--- src/rtl/id_hazard_tracker.sv ---
// ID-stage hazard tracker: tracks downstream destination tags and picks the operand source for branch/JALR.
// Latency: selects and stall_id are combinational this cycle; tag slots and stall_cycles update on the clk rising edge.
// Backpressure: stall_ext freezes all slots; stall_id holds PC and IF/ID and puts a bubble into slot 0.
//
// Ports:
//   clk, rst_n                      clock, asynchronous active-low reset
//   id_valid, branch_id, jalr_id    ID instruction qualifiers
//   rs1_id, rs2_id, rd_id           ID register numbers
//   reg_write_id, mem_read_id       ID producer attributes (writes rd, is a load)
//   flush_id                        ID instruction killed; never enters slot 0
//   stall_ext                       global pipeline freeze
//   rs1_fwd_sel, rs2_fwd_sel        0 = register file, s = forward from slot s-1
//   stall_id                        stall ID / bubble into EX
//   stall_cycles                    saturating count of stalled cycles
module id_hazard_tracker #(
  parameter int DEPTH      = 3,
  parameter int ALU_READY  = 1,
  parameter int LOAD_READY = 2,
  localparam int SEL_W     = $clog2(DEPTH + 1)
) (
  input  logic             clk,
  input  logic             rst_n,
  input  logic             id_valid,
  input  logic             branch_id,
  input  logic             jalr_id,
  input  logic [4:0]       rs1_id,
  input  logic [4:0]       rs2_id,
  input  logic [4:0]       rd_id,
  input  logic             reg_write_id,
  input  logic             mem_read_id,
  input  logic             flush_id,
  input  logic             stall_ext,
  output logic [SEL_W-1:0] rs1_fwd_sel,
  output logic [SEL_W-1:0] rs2_fwd_sel,
  output logic             stall_id,
  output logic [15:0]      stall_cycles
);

  // Tag slots: index 0 is the youngest (EX), DEPTH-1 the oldest.
  logic [DEPTH-1:0] slot_vld;
  logic [DEPTH-1:0] slot_wr;
  logic [DEPTH-1:0] slot_ld;
  logic [4:0]       slot_rd [DEPTH];

  logic rs1_need;
  logic rs2_need;
  logic rs1_req;
  logic rs2_req;
  logic [DEPTH-1:0] slot_ready;

  assign rs1_need = id_valid & (branch_id | jalr_id) & (rs1_id != 5'd0);
  assign rs2_need = id_valid & branch_id & (rs2_id != 5'd0);

  // A slot's result is forwardable once it has travelled far enough for its kind.
  always_comb begin
    slot_ready = '0;
    for (int k = 0; k < DEPTH; k++) begin
      slot_ready[k] = slot_ld[k] ? (k >= LOAD_READY) : (k >= ALU_READY);
    end
  end

  // Scan oldest to youngest so the youngest match overwrites any older one;
  // an unready youngest match therefore hides a ready older one.
  always_comb begin
    rs1_fwd_sel = '0;
    rs2_fwd_sel = '0;
    rs1_req     = 1'b0;
    rs2_req     = 1'b0;
    for (int k = DEPTH - 1; k >= 0; k--) begin
      if (rs1_need && slot_vld[k] && slot_wr[k] && (slot_rd[k] == rs1_id)) begin
        rs1_fwd_sel = slot_ready[k] ? SEL_W'(k + 1) : '0;
        rs1_req     = ~slot_ready[k];
      end
      if (rs2_need && slot_vld[k] && slot_wr[k] && (slot_rd[k] == rs2_id)) begin
        rs2_fwd_sel = slot_ready[k] ? SEL_W'(k + 1) : '0;
        rs2_req     = ~slot_ready[k];
      end
    end
  end

  // A flushed instruction never waits for its operands.
  assign stall_id = (rs1_req | rs2_req) & ~flush_id;

  always_ff @(posedge clk or negedge rst_n) begin
    if (!rst_n) begin
      slot_vld <= '0;
      slot_wr  <= '0;
      slot_ld  <= '0;
      for (int k = 0; k < DEPTH; k++) begin
        slot_rd[k] <= 5'd0;
      end
    end else if (!stall_ext) begin
      for (int k = 1; k < DEPTH; k++) begin
        slot_vld[k] <= slot_vld[k-1];
        slot_wr[k]  <= slot_wr[k-1];
        slot_ld[k]  <= slot_ld[k-1];
        slot_rd[k]  <= slot_rd[k-1];
      end
      slot_vld[0] <= id_valid & ~stall_id & ~flush_id;
      slot_wr[0]  <= reg_write_id;
      slot_ld[0]  <= mem_read_id;
      slot_rd[0]  <= rd_id;
    end
  end

  // Counts stalled cycles even while the pipe is externally frozen.
  always_ff @(posedge clk or negedge rst_n) begin
    if (!rst_n) begin
      stall_cycles <= 16'd0;
    end else if (stall_id && (stall_cycles != 16'hFFFF)) begin
      stall_cycles <= stall_cycles + 16'd1;
    end
  end

endmodule
--- config.mk ---
export PLATFORM = sky130hd
export DESIGN_NAME = id_hazard_tracker
export DESIGN_NICKNAME = d
export VERILOG_FILES = /design/src/rtl/id_hazard_tracker.sv
export SDC_FILE = /design/constraint.sdc
export NUM_CORES = 1
export LEC_CHECK = 0
export ABC_CLOCK_PERIOD_IN_PS = 2400
export BUFFER_PORTS_ARGS = -buffer_cell sky130_fd_sc_hd__clkbuf_2
export CAP_MARGIN = 20
export CELL_PAD_IN_SITES_DETAIL_PLACEMENT = 0
export CELL_PAD_IN_SITES_GLOBAL_PLACEMENT = 1
export CORE_MARGIN = 2
export CORE_UTILIZATION = 41
export DETAILED_ROUTE_END_ITERATION = 8
export HOLD_SLACK_MARGIN = 0.05
export PLACE_DENSITY_LB_ADDON = 0.08
export REMOVE_ABC_BUFFERS = 1
export SLEW_MARGIN = 20
export SYNTH_ARGS = -nofsm -noshare
export SYNTH_HDL_FRONTEND = slang
export SYNTH_SLANG_ARGS = --single-unit
--- constraint.sdc ---
create_clock -name clk -period 2.4 [get_ports clk]
set_input_delay 0.24 -clock clk [delete_from_list [all_inputs] [get_ports clk]]
set_output_delay 0.24 -clock clk [all_outputs]
set_load 0.05 [all_outputs]
==> reports/summary.log <==
[status] outcome completed
[placed_design] worst slack at placement 0.0573 ns
[worst_setup_path] highest net fanout along the worst path 9
[clock_tree] clock transition at the register clock pins on the worst setup and hold paths after CTS 0.07 ns
[clock_tree] cell chosen for the clock root sky130_fd_sc_hd__clkbuf_8
[synthesis] synthesized netlist cell count 196
[worst_setup_path] Slowest cell on crit path sky130_fd_sc_hd__dfrtp_2
[grt] Top Usage Layer GRT met2
[worst_setup_path] data arrival time at the worst-slack endpoint 2.14 ns
[worst_setup_path] kind of cell with the highest combined delay on the critical path simple AND/OR/NAND/NOR gates
[sta] Slew Viols, Final 0
[sta] final hold viol count 0
[synthesis] Post-synth top cells sky130_fd_sc_hd__dfrtp_1, sky130_fd_sc_hd__xor2_1, sky130_fd_sc_hd__mux2_2
[sta] final period demand of the worst path 2.38 ns
[sta] worst slew slack as a fraction of its limit 36.7%
[grt] antenna violations before repair 0
[grt] met2 global-route usage 28.6%
[synthesis] complex-gate fraction of the synthesized area 1.85%
[worst_setup_path] critical path required time 2.16 ns
[power] switching fraction of total power 28.1%
[sta] summed negative setup slack over all endpoints 0 ns
[synthesis] Post-synth EDFFs 0
[detailed_routing] via-per-instance ratio 5.23
[finish] net count of the finished layout 280
[sta] Worst Max-Slew Pin Slew 0.949 ns
[worst_setup_path] register-to-register setup slack 0.06 ns
[grt] gr usage total 17.0%
[detailed_routing] wire length reported by the detailed router 5000 um
[worst_setup_path] Critical Path, Cell by Cell xor2_1 -> nor4_1 -> and3_4 -> and4bb_4 -> buf_12 -> nor2_4 -> buf_8
[synthesis] post-synthesis share of cell area spent on full adders, half adders and majority gates 0.559%
[detailed_routing] Pre-Repair DR Iteration Count 4
[power] static power due to leakage 1.28 nW
[worst_setup_path] worst setup path endpoint stall_id
[flow_run] Max Cap Violations 0
[sta] setup repair after global routing missed its margin true
[synthesis] sequential cell area fraction in the yosys report 43.6%
[finish] diode insertion count for antenna repair 0
[worst_setup_path] type of element capturing the critical path output pin
[power] Peak supply drop 237 uV
[grt] grt met3 use 4.42%
[worst_setup_path] launch point of the critical path slot_rd[10]
[grt] global routing usage on met1 20.5%
[finish] Filler cells 452
[placed_design] input/output buffers 44
[finish] area growth from synthesis to final layout 25.6%
[clock_tree] source-to-sink clock delay at the later pin of the worst-skew pair 0.29 ns
[worst_setup_path] CP Depth 7
[worst_setup_path] terminus of the critical flop-to-flop path stall_cycles[14]
[synthesis] Yosys reg bits 39
[clock_tree] number of buffers on the longest clock path 2
[power] PwrDens 530 mW/mm^2
[sta] Fin Clk Skew 0.0106 ns
[synthesis] main combinational cell family by area after synthesis simple AND/OR/NAND/NOR gates
[grt] via count of the first global-routing pass 1713
[synthesis] cell types with the largest area share after synthesis sky130_fd_sc_hd__dfrtp_1, sky130_fd_sc_hd__xor2_1, sky130_fd_sc_hd__mux2_2
[grt] first-pass GRT wire length 8080 um
[synthesis] dominant cell type by area after synthesis sky130_fd_sc_hd__dfrtp_1
[worst_setup_path] CP Class flop to output pin
[power] Gate power share 19.4%
[detailed_routing] total vias in the final route 1706
[clock_tree] clock buffers created by TritonCTS 5
[synthesis] average instance area after synthesis 11.4 sq um
[sta] period utilization 99.4%
[placed_design] final weighted congestion in routability-driven placement 0.855
[sta] maximum operating frequency 419 MHz
[power] internal power summed over all cells 1.07 mW
[synthesis] Most used DFF post-synth sky130_fd_sc_hd__dfrtp_1
[power] clock share of power 28.1%
[detailed_routing] final antenna-violating net count 0
[synthesis] number of unique standard cell types used by synthesis 35
[finish] share of cells above drive strength 1 45.7%
[clock_tree] TritonCTS clock tree built
[worst_setup_path] maximum cell stage delay along the critical path 0.45 ns
[synthesis] share of the synthesized area in the top cell type 43.6%
[floorplan] I/O Pins 45
[floorplan] Die Area 0.00606 sq mm
[placed_design] post-detail-place hpwl 3790 um
[detailed_routing] post-detailed-route wirelength per cell 15.3 um
[floorplan] Core Area 0.00517 sq mm
[hold_path] Hold WC Path Type primary input to async pin
[grt] pin count of the biggest net entering global routing 40
[finish] area of combinational cells with multiple inputs 0.00126 sq mm
[synthesis] share of async-settable or async-resettable flops after synthesis 100%
[worst_setup_path] element type at the critical path start flop
[synthesis] Post-Synth Simple-Gate Area 21.5%
[power] switching power 0.418 mW
[power] relative contribution of sequential cells to total power 52.5%
[sta] setup slack after layout 0.0155 ns
[detailed_routing] Residual DRC 0
[synthesis] total of warnings raised by yosys 0
[worst_setup_path] buffering stage count on the worst path with inverters included 2
[synthesis] multiplexer share of the synthesized area 13.1%
[floorplan] chip height 77.9 um
[floorplan] Starting Density 43.3%
[clock_tree] CTS sink count 39
[clock_tree] number of H-tree branching levels 2
[detailed_routing] number of design-rule violations left by the first detailed-router iteration 60
[synthesis] most used standard cell by instance count after synthesis sky130_fd_sc_hd__dfrtp_1
[worst_setup_path] launching point of the worst reg2reg path slot_rd[10]
[worst_setup_path] depth of the worst register-to-register path 7
[floorplan] die outline width 77.9 um
[synthesis] cell area after technology mapping 0.00224 sq mm
[grt] final global-route overflow total 0
[finish] area occupied by registers 980 sq um
[synthesis] post-synthesis xor/xnor area fraction 16.8%
[floorplan] site row count 26
[sta] Final setup viols 0
worst min-delay path by stage:
stage	startpoint	endpoint	depth (start not counted)
CTS	rst_n	slot_rd[13]	1
finish	rst_n	slot_rd[8]	1
global placement	rst_n	slot_rd[3]	1
detailed placement	rst_n	slot_rd[13]	1
floorplan	rst_n	slot_ld[0]	0
global route	rst_n	slot_rd[8]	1
per-stage QoR:
stage	cell area (sq um)	cells	utilization (%)	total power [mW]	hold slack (ns)
global placement	2580	310	49.8	1.06	0.413
finish	2810	326	54.3	1.49	0.0927
CTS	2690	318	51.9	1.50	0.119
detailed placement	2580	310	49.8	1.07	0.435
floorplan	2180	187	-	0.944	-0.0556
global route	2810	326	54.3	1.57	0.171
layout by cell type (no fill, tap or decap), types with 5 or more instances in the layout:
cell type / netlist / final
sky130_fd_sc_hd__nand3_1: 7 / 7
sky130_fd_sc_hd__mux2_2: 22 / 22
sky130_fd_sc_hd__clkbuf_8: 0 / 5
sky130_fd_sc_hd__xor2_1: 29 / 29
sky130_fd_sc_hd__nand4_1: 9 / 9
sky130_fd_sc_hd__clkbuf_2: 0 / 41
sky130_fd_sc_hd__nor2_1: 12 / 10
sky130_fd_sc_hd__dfrtp_1: 39 / 36
sky130_fd_sc_hd__nand2_1: 8 / 8
sky130_fd_sc_hd__buf_4: 0 / 15
sky130_fd_sc_hd__nor4_2: 8 / 10
sky130_fd_sc_hd__xnor2_1: 14 / 11
timing repair:
action,CTS,global route
buffers inserted,0,7
hold buffers,0,0
gates cloned,0,1
pin swaps,0,9
resized for setup,6,14
setup endpoints to repair,3,2
routing by layer:
metal	up-vias	share of wire, %	routed length, um
li1	815	-	-
met5	-	0	0
met3	11	5.0	248
met4	0	2.2	111
met1	840	43	2130
met2	40	50	2510
cells by family (layout without fill, tap and decap cells):
kind of cell	after synthesis	count (layout)
compound gates	6	6
flops	39	39
mux	25	25
fa+ha+maj	1	1
buf+inv	10	70
simple gates	72	72
xor+xnor	43	43
area by class of cell:
class,instances,share of cell area [%]
clock buffer,7,2.72
clock inverter,1,0.178
inverter,1,0.134
multi-input combinational,147,44.7
sequential,39,34.9
tap,70,3.12
timing repair buffer,61,14.3
power groups by stage:
| stage | Sequential, mW | Clock (mW) | Combinational [mW] |
|---|---|---|---|
| detailed placement | 0.794 | 0 | 0.273 |
| CTS | 0.781 | 0.441 | 0.278 |
| floorplan | 0.795 | 0 | 0.149 |
| finish | 0.781 | 0.418 | 0.288 |
| global route | 0.792 | 0.469 | 0.313 |
| global placement | 0.789 | 0 | 0.270 |
flip-flops by register name, summed over array words and instances, names as in the netlist:
| name | cells |
|---|---|
| slot_vld | 3 |
| slot_rd | 15 |
| slot_ld | 2 |
| slot_wr | 3 |
| stall_cycles | 16 |
Power figures use the tool's default switching activity.
